**src/rtl/ttm4_pkg.sv**
```systemverilog
`default_nettype none
// ============================================================================
// Module      : ttm4_pkg
// Description : Shared definitions for the TTM4 control stage: opcode codes,
//               sequencer state encoding, LD/ST nibble select codes, the
//               accumulator write-back selector and the decoder output record.
// Revision    : 1.0 - initial release
// ============================================================================
package ttm4_pkg;

    // Instruction opcodes (ROM_DATA[7:4]); 0x7-0xF are reserved and act as NOP
    localparam logic [3:0] OP_NOP  = 4'h0;
    localparam logic [3:0] OP_LDI  = 4'h1;
    localparam logic [3:0] OP_ADDI = 4'h2;
    localparam logic [3:0] OP_LD   = 4'h3;
    localparam logic [3:0] OP_ST   = 4'h4;
    localparam logic [3:0] OP_JMP  = 4'h5;
    localparam logic [3:0] OP_JNC  = 4'h6;

    // Nibble select codes from imm[1:0]. Codes 2/3 address the O-register
    // nibbles for ST and the I-register nibbles for LD.
    localparam logic [1:0] SEL_JRD = 2'd0;
    localparam logic [1:0] SEL_JRU = 2'd1;
    localparam logic [1:0] SEL_XRD = 2'd2;
    localparam logic [1:0] SEL_XRU = 2'd3;

    typedef enum logic [1:0] {
        ST_FETCH = 2'd0,
        ST_EXEC  = 2'd1,
        ST_NEXT  = 2'd2
    } state_t;

    // What the accumulator/carry pair does at the end of EXEC
    typedef enum logic [2:0] {
        WB_NONE = 3'd0,
        WB_IMM  = 3'd1,
        WB_ADD  = 3'd2,
        WB_LOAD = 3'd3,
        WB_CLRC = 3'd4
    } wb_sel_t;

    // Active-high decode result; the top inverts it into the n* strobes
    typedef struct packed {
        logic       pc_ld;
        logic [3:0] st;    // [0]=JRD [1]=JRU [2]=ORD [3]=ORU
        logic [3:0] out;   // [0]=JRD [1]=JRU [2]=IRD [3]=IRU
        logic       jump;
        wb_sel_t    wb;
    } dec_t;

    // One-hot strobe position for a nibble select code
    function automatic logic [3:0] sel_onehot(input logic [1:0] sel);
        logic [3:0] v;
        case (sel)
            SEL_JRD: v = 4'b0001;
            SEL_JRU: v = 4'b0010;
            SEL_XRD: v = 4'b0100;
            SEL_XRU: v = 4'b1000;
            default: v = 4'b0000;
        endcase
        return v;
    endfunction

endpackage
`default_nettype wire

```
**src/rtl/ttm4_decode.sv**
```systemverilog
`default_nettype none
// ============================================================================
// Module      : ttm4_decode
// Description : Combinational instruction decoder. Maps opcode, nibble select
//               and current carry onto the strobe set, jump-taken flag and
//               accumulator write-back selector.
// Ports       : i_opcode  - instruction opcode [7:4]
//               i_sel     - immediate bits [1:0] (LD/ST nibble select)
//               i_carry   - current C flag (JNC condition)
//               o_dec     - decoded strobes (active high), jump, write-back
// Revision    : 1.0 - initial release
// ============================================================================
module ttm4_decode
    import ttm4_pkg::*;
(
    input  logic [3:0] i_opcode,
    input  logic [1:0] i_sel,
    input  logic       i_carry,
    output dec_t       o_dec
);

    always_comb begin
        o_dec.pc_ld = 1'b0;
        o_dec.st    = 4'b0000;
        o_dec.out   = 4'b0000;
        o_dec.jump  = 1'b0;
        o_dec.wb    = WB_NONE;
        case (i_opcode)
            OP_NOP:  o_dec.wb = WB_NONE;
            OP_LDI:  o_dec.wb = WB_IMM;
            OP_ADDI: o_dec.wb = WB_ADD;
            OP_LD: begin
                o_dec.out = sel_onehot(i_sel);
                o_dec.wb  = WB_LOAD;
            end
            OP_ST:   o_dec.st = sel_onehot(i_sel);
            OP_JMP: begin
                o_dec.pc_ld = 1'b1;
                o_dec.jump  = 1'b1;
                o_dec.wb    = WB_CLRC;
            end
            OP_JNC: begin
                // Carry is cleared whether or not the branch is taken
                o_dec.pc_ld = ~i_carry;
                o_dec.jump  = ~i_carry;
                o_dec.wb    = WB_CLRC;
            end
            default: o_dec.wb = WB_NONE;
        endcase
    end

endmodule
`default_nettype wire

```
**src/rtl/ttm4_sequencer.sv**
```systemverilog
`default_nettype none
// ============================================================================
// Module      : ttm4_sequencer
// Description : TTM4 control stage. Fetches the instruction at the current PC,
//               runs it for STROBE_CYCLES clocks with registered active-low
//               strobes, owns accumulator A and carry C, then pulses nPC_INC
//               (unless a jump was taken) before the next fetch.
// Ports       : CLK, RST (async, active high), RUN, ROM_DATA[7:0],
//               LOADBUS[3:0] in; STOREBUS[3:0] (=A), nPC_INC, nPC_LD,
//               n*_ST / n*_OUT strobes, CARRY, STATE[1:0] out.
// Revision    : 1.0 - initial release
// ============================================================================
module ttm4_sequencer
    import ttm4_pkg::*;
#(
    parameter int STROBE_CYCLES = 1,
    parameter int NIB_W         = 4
) (
    input  logic             CLK,
    input  logic             RST,
    input  logic             RUN,
    input  logic [7:0]       ROM_DATA,
    input  logic [NIB_W-1:0] LOADBUS,
    output logic [NIB_W-1:0] STOREBUS,
    output logic             nPC_INC,
    output logic             nPC_LD,
    output logic             nJRD_ST,
    output logic             nJRU_ST,
    output logic             nORD_ST,
    output logic             nORU_ST,
    output logic             nJRD_OUT,
    output logic             nJRU_OUT,
    output logic             nIRD_OUT,
    output logic             nIRU_OUT,
    output logic             CARRY,
    output logic [1:0]       STATE
);

    localparam logic [3:0] c_CNT_INIT = 4'(STROBE_CYCLES - 1);

    state_t           r_state, w_state_nxt;
    logic [7:0]       r_irq, w_irq_nxt;
    logic [3:0]       r_cnt, w_cnt_nxt;
    logic [NIB_W-1:0] r_a, w_a_nxt;
    logic             r_c, w_c_nxt;
    // {pc_ld, st[3:0], out[3:0]}, active low
    logic [8:0]       r_strb_n, w_strb_n_nxt;
    logic             r_inc_n, w_inc_n_nxt;

    logic [3:0]       w_dec_op;
    logic [1:0]       w_dec_sel;
    dec_t             w_dec;
    logic [8:0]       w_dec_strb_n;
    logic [NIB_W:0]   w_sum;

    // In FETCH the instruction being latched is decoded straight from ROM so
    // the registered strobes are already low in the first EXEC cycle.
    assign w_dec_op  = (r_state == ST_FETCH) ? ROM_DATA[7:4] : r_irq[7:4];
    assign w_dec_sel = (r_state == ST_FETCH) ? ROM_DATA[1:0] : r_irq[1:0];

    ttm4_decode u_decode (
        .i_opcode (w_dec_op),
        .i_sel    (w_dec_sel),
        .i_carry  (r_c),
        .o_dec    (w_dec)
    );

    assign w_dec_strb_n = ~{w_dec.pc_ld, w_dec.st, w_dec.out};
    assign w_sum        = {1'b0, r_a} + {1'b0, r_irq[3:0]};

    always_ff @(posedge CLK or posedge RST) begin
        if (RST) begin
            r_state  <= ST_FETCH;
            r_irq    <= 8'h00;
            r_cnt    <= 4'd0;
            r_a      <= '0;
            r_c      <= 1'b0;
            r_strb_n <= 9'h1FF;
            r_inc_n  <= 1'b1;
        end else begin
            r_state  <= w_state_nxt;
            r_irq    <= w_irq_nxt;
            r_cnt    <= w_cnt_nxt;
            r_a      <= w_a_nxt;
            r_c      <= w_c_nxt;
            r_strb_n <= w_strb_n_nxt;
            r_inc_n  <= w_inc_n_nxt;
        end
    end

    always_comb begin
        w_state_nxt  = r_state;
        w_irq_nxt    = r_irq;
        w_cnt_nxt    = r_cnt;
        w_a_nxt      = r_a;
        w_c_nxt      = r_c;
        w_strb_n_nxt = 9'h1FF;
        w_inc_n_nxt  = 1'b1;
        case (r_state)
            ST_FETCH: begin
                if (RUN) begin
                    w_irq_nxt    = ROM_DATA;
                    w_cnt_nxt    = c_CNT_INIT;
                    w_state_nxt  = ST_EXEC;
                    w_strb_n_nxt = w_dec_strb_n;
                end
            end
            ST_EXEC: begin
                if (r_cnt != 4'd0) begin
                    w_cnt_nxt    = r_cnt - 4'd1;
                    w_strb_n_nxt = w_dec_strb_n;
                end else begin
                    // Last EXEC cycle: commit A/C and schedule the PC step
                    w_state_nxt = ST_NEXT;
                    w_inc_n_nxt = w_dec.jump;
                    case (w_dec.wb)
                        WB_IMM:  w_a_nxt = r_irq[3:0];
                        WB_ADD:  {w_c_nxt, w_a_nxt} = w_sum;
                        WB_LOAD: w_a_nxt = LOADBUS;
                        WB_CLRC: w_c_nxt = 1'b0;
                        default: w_a_nxt = r_a;
                    endcase
                end
            end
            ST_NEXT: w_state_nxt = ST_FETCH;
            default: w_state_nxt = ST_FETCH;
        endcase
    end

    assign STOREBUS = r_a;
    assign CARRY    = r_c;
    assign STATE    = r_state;
    assign nPC_INC  = r_inc_n;
    assign nPC_LD   = r_strb_n[8];
    assign nORU_ST  = r_strb_n[7];
    assign nORD_ST  = r_strb_n[6];
    assign nJRU_ST  = r_strb_n[5];
    assign nJRD_ST  = r_strb_n[4];
    assign nIRU_OUT = r_strb_n[3];
    assign nIRD_OUT = r_strb_n[2];
    assign nJRU_OUT = r_strb_n[1];
    assign nJRD_OUT = r_strb_n[0];

endmodule
`default_nettype wire

```
**config.mk**
```make
export PLATFORM = sky130hd
export DESIGN_NAME = ttm4_sequencer
export DESIGN_NICKNAME = d
export VERILOG_FILES = /design/src/rtl/ttm4_pkg.sv /design/src/rtl/ttm4_decode.sv /design/src/rtl/ttm4_sequencer.sv
export SDC_FILE = /design/constraint.sdc
export NUM_CORES = 1
export LEC_CHECK = 0
export ABC_AREA = 1
export BUFFER_PORTS_ARGS = -buffer_cell sky130_fd_sc_hd__buf_2
export CAP_MARGIN = 10
export CORE_MARGIN = 5
export CORE_UTILIZATION = 40
export DETAILED_ROUTE_END_ITERATION = 10
export MAX_ROUTING_LAYER = met4
export PLACE_DENSITY_LB_ADDON = 0.05
export SLEW_MARGIN = 25
export SYNTH_ARGS = -nofsm -noshare
export SYNTH_HDL_FRONTEND = slang
export SYNTH_SLANG_ARGS = --single-unit
```
**constraint.sdc**
```tcl
create_clock -name CLK -period 1.65 [get_ports CLK]
set_clock_uncertainty 0.05 [all_clocks]
set_input_delay 0.33 -clock CLK [delete_from_list [all_inputs] [get_ports CLK]]
set_output_delay 0.33 -clock CLK [all_outputs]
set_load 0.02 [all_outputs]
```
==> out/metrics.csv, run 1 <==
metric;value;unit
outcome;completed;
rsz0062_at_grt;true;
cts-hold-fix-buffers;0;
power.switching;1.95;mW
synth_edf_count;0;
grt_overflow_total;0;
start_util;40.7;%
sw_frac_of_total;47.9;%
dp_cells;291;
grt_max_degree;30;
max_freq;610;MHz
path_buf_inv;1;
drt_first_pass_iters;4;
ys_ff_latch;29;
remaining_drc_errors;0;
cp_slowest_cell;dfrtp_2;
cts_htree_levels;2;
clk_latency;0.28;ns
synth.area.top_cells;dfrtp_1 (30%), dfstp_2 (16%), nand2_1 (15%);
arrival;1.77;ns
slew_violations;0;
grt_util_all_layers;15.4;%
yosysSeqAreaShare;46.0;%
die_width;73.3;um
vdd_drop_max;784;uV
worstMarginPinSlew;0.447;ns
finalSetupViolCount;0;
cts_root_buf;clkbuf_8;
slew_headroom;70.0;%
grt_pass1_wl;6.20;mm
fin_tns_setup;0;ns
antenna_found_initial;0;
synth-main-ff-cell;dfrtp_1;
nets;272;
via_per_inst;4.69;
multi_input_area;752;um2
startpoint;STOREBUS[0]$_DFFE_PP0P_;
yosysUniqueCellTypes;25;
drtAntennaViolNets;0;
coreArea;3940;um2
grt_pass1_vias;1383;
clk_path_buf_depth;2;
cts_buffers;5;
hpwl;2.72;mm
stdcell_count;301;
syn_area;1600;um2
hold_viol;0;
area_growth_syn_to_layout;24.3;%
drt_wl_total;3.60;mm
synth_top_area_cell;dfrtp_1;
postSynthCellCount;204;
ys_top_cells_by_count;nand2_1 (62), inv_1 (29), dfrtp_1 (19), nand3_1 (17), o21ai_0 (12);
num_rows;23;
num_vias;1412;
critical_path.top_delay_family;adder cells;
seqPwrFrac;29.4;%
fin_util;50.6;%
r2r_end;STOREBUS[2]$_DFFE_PP0P_;
r2r_slack;0.01;ns
min_path_type;input pin to asynchronous set/reset pin;
min_period;1.64;ns
fill_cells;394;
power.leakage;1.04;nW
insertedDiodeCount;0;
clk_pin_slew;0.07;ns
critPathLaunchType;flop;
cts_tree;done;
p_comb_share;56.7;%
async_flop_share;100;%
syn_area_per_cell;7.86;um2
ys_warn_count;0;
io_buffers;31;
r2r_start;STOREBUS[0]$_DFFE_PP0P_;
power.density;2040;nW/um2
cts.sinks;29;
p_int;2.11;mW
cp_data_required_time;1.78;ns
critPathKind;flop to flop;
place.gp.congestion;0.816;
max_cap_viol_count;0;
wire_per_inst;12.0;um
min_period_over_period;99.3;%
die_area;5380;um2
die_y;73.3;um
ios;32;
cp_slowest_stage_delay;0.43;ns
synth_top_area_share;29.6;%
reg2reg_depth;8;
crit_fanout;3;
pre_cts_slack;0.0258;ns
setup_slack;0.0109;ns
p_clk_share;13.9;%
seq_area;742;um2
path_cells;ha_4 -> fa_2 -> buf_4 -> xor2_1 -> nand3_1 -> nand2_1 -> nand3_1 -> nand2_1;
syn_nets;226;
synth_most_common_cell;nand2_1;
drt_iter0_drc;91;
drive_above_1_share;32.3;%
endpoint_kind;flop;
metrics by stage:
step           power [mW]  instance area [um2]  hold WS [ns]
2_1_floorplan        2.80                 1610         0.351
3_3_place_gp         3.39                 1880         0.366
3_5_place_dp         3.42                 1880         0.374
4_1_cts              4.01                 1960        0.0716
5_1_grt              4.51                 1990         0.118
6_report             4.06                 1990        0.0570
cell usage in the layout, fill, tap and decap left out:
cell type / Yosys / final
nand2_1: 62 / 62
inv_2: 4 / 4
ha_1: 6 / 5
nor2_4: 2 / 2
nor3_1: 4 / 3
dfrtp_2: 0 / 3
buf_4: 0 / 10
nand3_2: 1 / 1
nor3_2: 0 / 1
buf_2: 1 / 31
a21oi_2: 0 / 1
nor2_1: 11 / 11
nand4_1: 6 / 6
a21oi_1: 2 / 1
dfrtp_1: 19 / 16
xor2_1: 1 / 1
nand3_1: 17 / 17
dfstp_2: 10 / 10
nand3_4: 1 / 1
inv_1: 29 / 29
ha_4: 0 / 1
clkbuf_8: 0 / 5
o21ai_2: 2 / 2
nor2_2: 2 / 3
nand2_2: 3 / 3
o21ai_0: 12 / 12
clkbuf_1: 1 / 1
nand3b_1: 1 / 1
fa_2: 0 / 1
o21ai_1: 5 / 5
clkinv_2: 0 / 2
cells by family (layout without fill, tap and decap cells):
logic type,after synthesis,in the layout,share of synthesized area [%]
DFF,29,29,46.0
buffers and inverters,36,82,8.97
xor gates and xnor gates,1,1,0.546
adders and majority gates,7,7,5.93
AOI/OAI and AO/OA,21,21,7.02
and+or+nand+nor,110,111,31.5
routing by layer:
metal / share of wire (%) / track usage [%] / vias to the layer above
met1: 46 / 19.3 / 637
met3: 5.4 / 3.01 / 5
met2: 47 / 25.0 / 32
met4: 1.2 / 4.83 / 0
met5: 0 / - / -
li1: - / - / 738
how the worst max path moves through the flow:
stage / to / slack [ns] / cells after the start
after floorplan: CARRY$_DFFE_PP0P_ / 0.04 / 10
after global placement: STOREBUS[1]$_DFFE_PP0P_ / 0.04 / 7
final: STOREBUS[2]$_DFFE_PP0P_ / 0.01 / 8
after global routing: CARRY$_DFFE_PP0P_ / -0.11 / 10
after CTS: CARRY$_DFFE_PP0P_ / 0.003 / 10
after detailed placement: CARRY$_DFFE_PP0P_ / 0.03 / 10
sequential cells by signal (all words and copies together) (netlist names):
signal / flops
r_cnt: 4
CARRY: 1
r_irq: 8
STOREBUS: 4
r_strb_n: 9
nPC_INC: 1
STATE: 2
worst min-delay path, delay by kind of cell:
kind,cells,cell delay (ns)
buf+inv,3,0.46
area by class of cell:
| class | count | area share, % |
|---|---|---|
| clock buffer | 6 | 3.64 |
| multi-input combinational | 140 | 37.7 |
| inverter | 33 | 6.21 |
| clock inverter | 2 | 0.502 |
| timing repair buffer | 41 | 11.6 |
| sequential | 29 | 37.2 |
| tap | 50 | 3.14 |
repair_timing:
item	CTS	global route
setup buffers	0	1
gates resized for setup	0	5
endpoints found under the setup margin	0	13
power groups by stage:
stage	sequential (mW)	combinational, mW	clock [mW]
floorplan	1.31	1.49	0
global placement	1.17	2.22	0
detailed placement	1.18	2.24	0
CTS	1.17	2.26	0.588
global route	1.23	2.66	0.614
finish	1.19	2.30	0.564
Note: power is estimated with default switching activity, not from simulation.
==> run 2, diff against run 1 <==
==> constraint.sdc (replaced) <==
create_clock -name CLK -period 1.65 [get_ports CLK]
set_clock_uncertainty 0.05 [all_clocks]
set_input_delay 0.495 -clock CLK [delete_from_list [all_inputs] [get_ports CLK]]
set_output_delay 0.495 -clock CLK [all_outputs]
set_load 0.02 [all_outputs]
==> out/metrics.csv, run 2 (synthesis gave the netlist of run 1 again) <==
metric;value;unit;change
clk_pin_slew;0.07;ns;about the same
grt_overflow_total;0;;unchanged
critical_path.top_delay_family;adder cells;;
use_met2;22.3;%;-2.7 points
busiest_layer;met2;;
start_util;40.7;%;unchanged
finalSetupViolCount;1;;+1
regMostFlops;r_strb_n;;
hpwl;2.74;mm;+0.66%
min_period_over_period;100;%;+0.93 points
via_per_inst;4.75;;+1.4%
power.switching;2.01;mW;+3.1%
cts_buffers;5;;unchanged
arrival;1.77;ns;about the same
crit_fanout;3;;unchanged
worstMarginPinSlew;0.382;ns;-0.0652 ns
max_freq;604;MHz;-0.93%
max_cap_viol_count;0;;unchanged
antenna_found_initial;0;;unchanged
violations;setup timing;;
grt_pass1_wl;6.02;mm;-2.8%
die_area;5380;um2;unchanged
setup_slack;-0.00446;ns;-0.0154 ns
reg_top3;r_strb_n: 9 flops, r_irq: 8 flops;;
io_buffers;31;;unchanged
clk_latency;0.29;ns;about the same
clk_path_buf_depth;2;;unchanged
nets;277;;+1.8%
insertedDiodeCount;0;;unchanged
die_width;73.3;um;unchanged
p_comb_share;57.6;%;+0.9 points
use_met3;4.65;%;+1.6 points
drt_wl_total;3.73;mm;+3.4%
path_buf_inv;1;;unchanged
critPathKind;flop to flop;;
p_int;2.20;mW;+4.0%
final_common_cell;nand2_1;;
grt_max_degree;30;;unchanged
design_area;2040;um2;+2.4%
die_y;73.3;um;unchanged
outcome;complete, but fails checks;;
dp_cells;294;;+1.0%
grt_util_all_layers;15.1;%;-0.30 points
fin_util;51.8;%;+1.2 points
drt_iter0_drc;116;;+27%
cp_data_required_time;1.77;ns;about the same
vdd_drop_max;823;uV;+4.9%
cts_htree_levels;2;;unchanged
cts_tree;done;;
path_cells;ha_4 -> fa_2 -> buf_4 -> xor2_1 -> nand3_1 -> nand2_1 -> nand3_1 -> nand2_1;;
drt_first_pass_iters;4;;unchanged
min_period;1.65;ns;+0.0154 ns
wire_per_inst;12.2;um;+1.8%
stdcell_count;306;;+1.7%
grt_pass1_vias;1345;;-2.7%
power;4.21;mW;+3.5%
use_met1;19.8;%;+0.53 points
cts.sinks;29;;unchanged
place_area;1900;um2;+1.2%
power.density;2060;nW/um2;+1.1%
layout_common_cells;nand2_1 (60), buf_2 (31), inv_1 (29), nand3_1 (17), dfrtp_1 (16);;
seqPwrFrac;28.6;%;-0.8 points
largest_reg_flops;9;;unchanged
num_vias;1455;;+3.0%
rsz0062_at_grt;true;;
drive_above_1_share;34.0;%;+1.7 points
area_growth_syn_to_layout;27.2;%;
coreArea;3940;um2;unchanged
remaining_drc_errors;0;;unchanged
cp_slowest_stage_delay;0.44;ns;about the same
cp_slowest_cell;dfrtp_2;;
slew_violations;0;;unchanged
num_rows;23;;unchanged
min_path_type;input pin to asynchronous set/reset pin;;
slew_headroom;74.5;%;+4.5 points
fill_cells;387;;-1.8%
drtAntennaViolNets;0;;unchanged
place.gp.congestion;0.883;;+8.2%
p_clk_share;13.9;%;about the same
power.leakage;1.07;nW;+2.2%
cts_root_buf;clkbuf_8;;
sw_frac_of_total;47.7;%;-0.21 points
hold_viol;0;;unchanged
endpoint_kind;flop;;
cts-hold-fix-buffers;0;;unchanged
ios;32;;unchanged
critPathLaunchType;flop;;
[run 2: cell types whose count changed in the layout (fill, tap and decap cells not counted), sizes merged]
cell,delta
clkinvlp,+1
buf,+5
clkbuf,-1
[run 2: per-layer routing]
metal,wire length [um],up-vias
met4,55,0
li1,-,746
met5,0,-
met3,192,6
met1,1780,673
met2,1700,30
[run 2: worst reg2reg max path, delay by kind of cell, from the launching register on]
| family | cells | cell delay, ns |
|---|---|---|
| XOR/XNOR | 1 | 0.15 |
| adder cells (fa/ha/maj) | 2 | 0.53 |
| buffers and inverters | 1 | 0.14 |
| flip-flops | 1 | 0.44 |
| AND/OR/NAND/NOR | 4 | 0.24 |
[run 2: area by class of cell]
type | count | area [um2] | share of cell area, %
clock inverter | 3 | 17.5 | 0.858
tap | 50 | 62.6 | 3.07
multi-input combinational | 140 | 758 | 37.2
sequential | 29 | 742 | 36.4
clock buffer | 5 | 68.8 | 3.37
timing repair buffer | 46 | 268 | 13.1
inverter | 33 | 124 | 6.07
[run 2: timing repair]
action	in CTS	in global routing
gates resized for setup	0	7
setup endpoints to repair	0	11
setup buffers	0	3
[run 2: worst paths after layout]
| path | startpoint | to | slack [ns] | cells after the start |
|---|---|---|---|---|
| min | RST | STOREBUS[3]$_DFFE_PP0P_ | 0.23 | 3 |
| min reg2reg | r_irq[6]$_DFFE_PP0P_ | r_irq[6]$_DFFE_PP0P_ | 0.45 | 2 |
| min in group CLK | ROM_DATA[3] | r_irq[3]$_DFFE_PP0P_ | 0.38 | 3 |
| max | STOREBUS[0]$_DFFE_PP0P_ | STOREBUS[2]$_DFFE_PP0P_ | -0.004 | 8 |
| max in group asynchronous | RST | r_strb_n[0]$_DFF_PP1_ | 1.00 | 3 |
| max reg2reg | STOREBUS[0]$_DFFE_PP0P_ | STOREBUS[2]$_DFFE_PP0P_ | -0.004 | 8 |
[run 2: power groups by stage]
stage          sequential (mW)  combinational (mW)  clock [mW]
2_1_floorplan             1.31                1.49           0
3_3_place_gp              1.17                2.27           0
3_5_place_dp              1.18                2.28           0
4_1_cts                   1.17                2.30       0.601
5_1_grt                   1.23                2.75       0.629
6_report                  1.20                2.42       0.584
[run 2: stage by stage]
| step | setup slack, ns | hold slack, ns | TNS (ns) |
|---|---|---|---|
| 3_3_place_gp | 0.0559 | 0.423 | 0 |
| 6_report | -0.00446 | 0.226 | -0.00446 |
| 4_1_cts | 0.0144 | 0.232 | 0 |
| 5_1_grt | -0.106 | 0.272 | -0.158 |
| 2_1_floorplan | 0.0408 | 0.403 | 0 |
| 3_5_place_dp | 0.0307 | 0.433 | 0 |
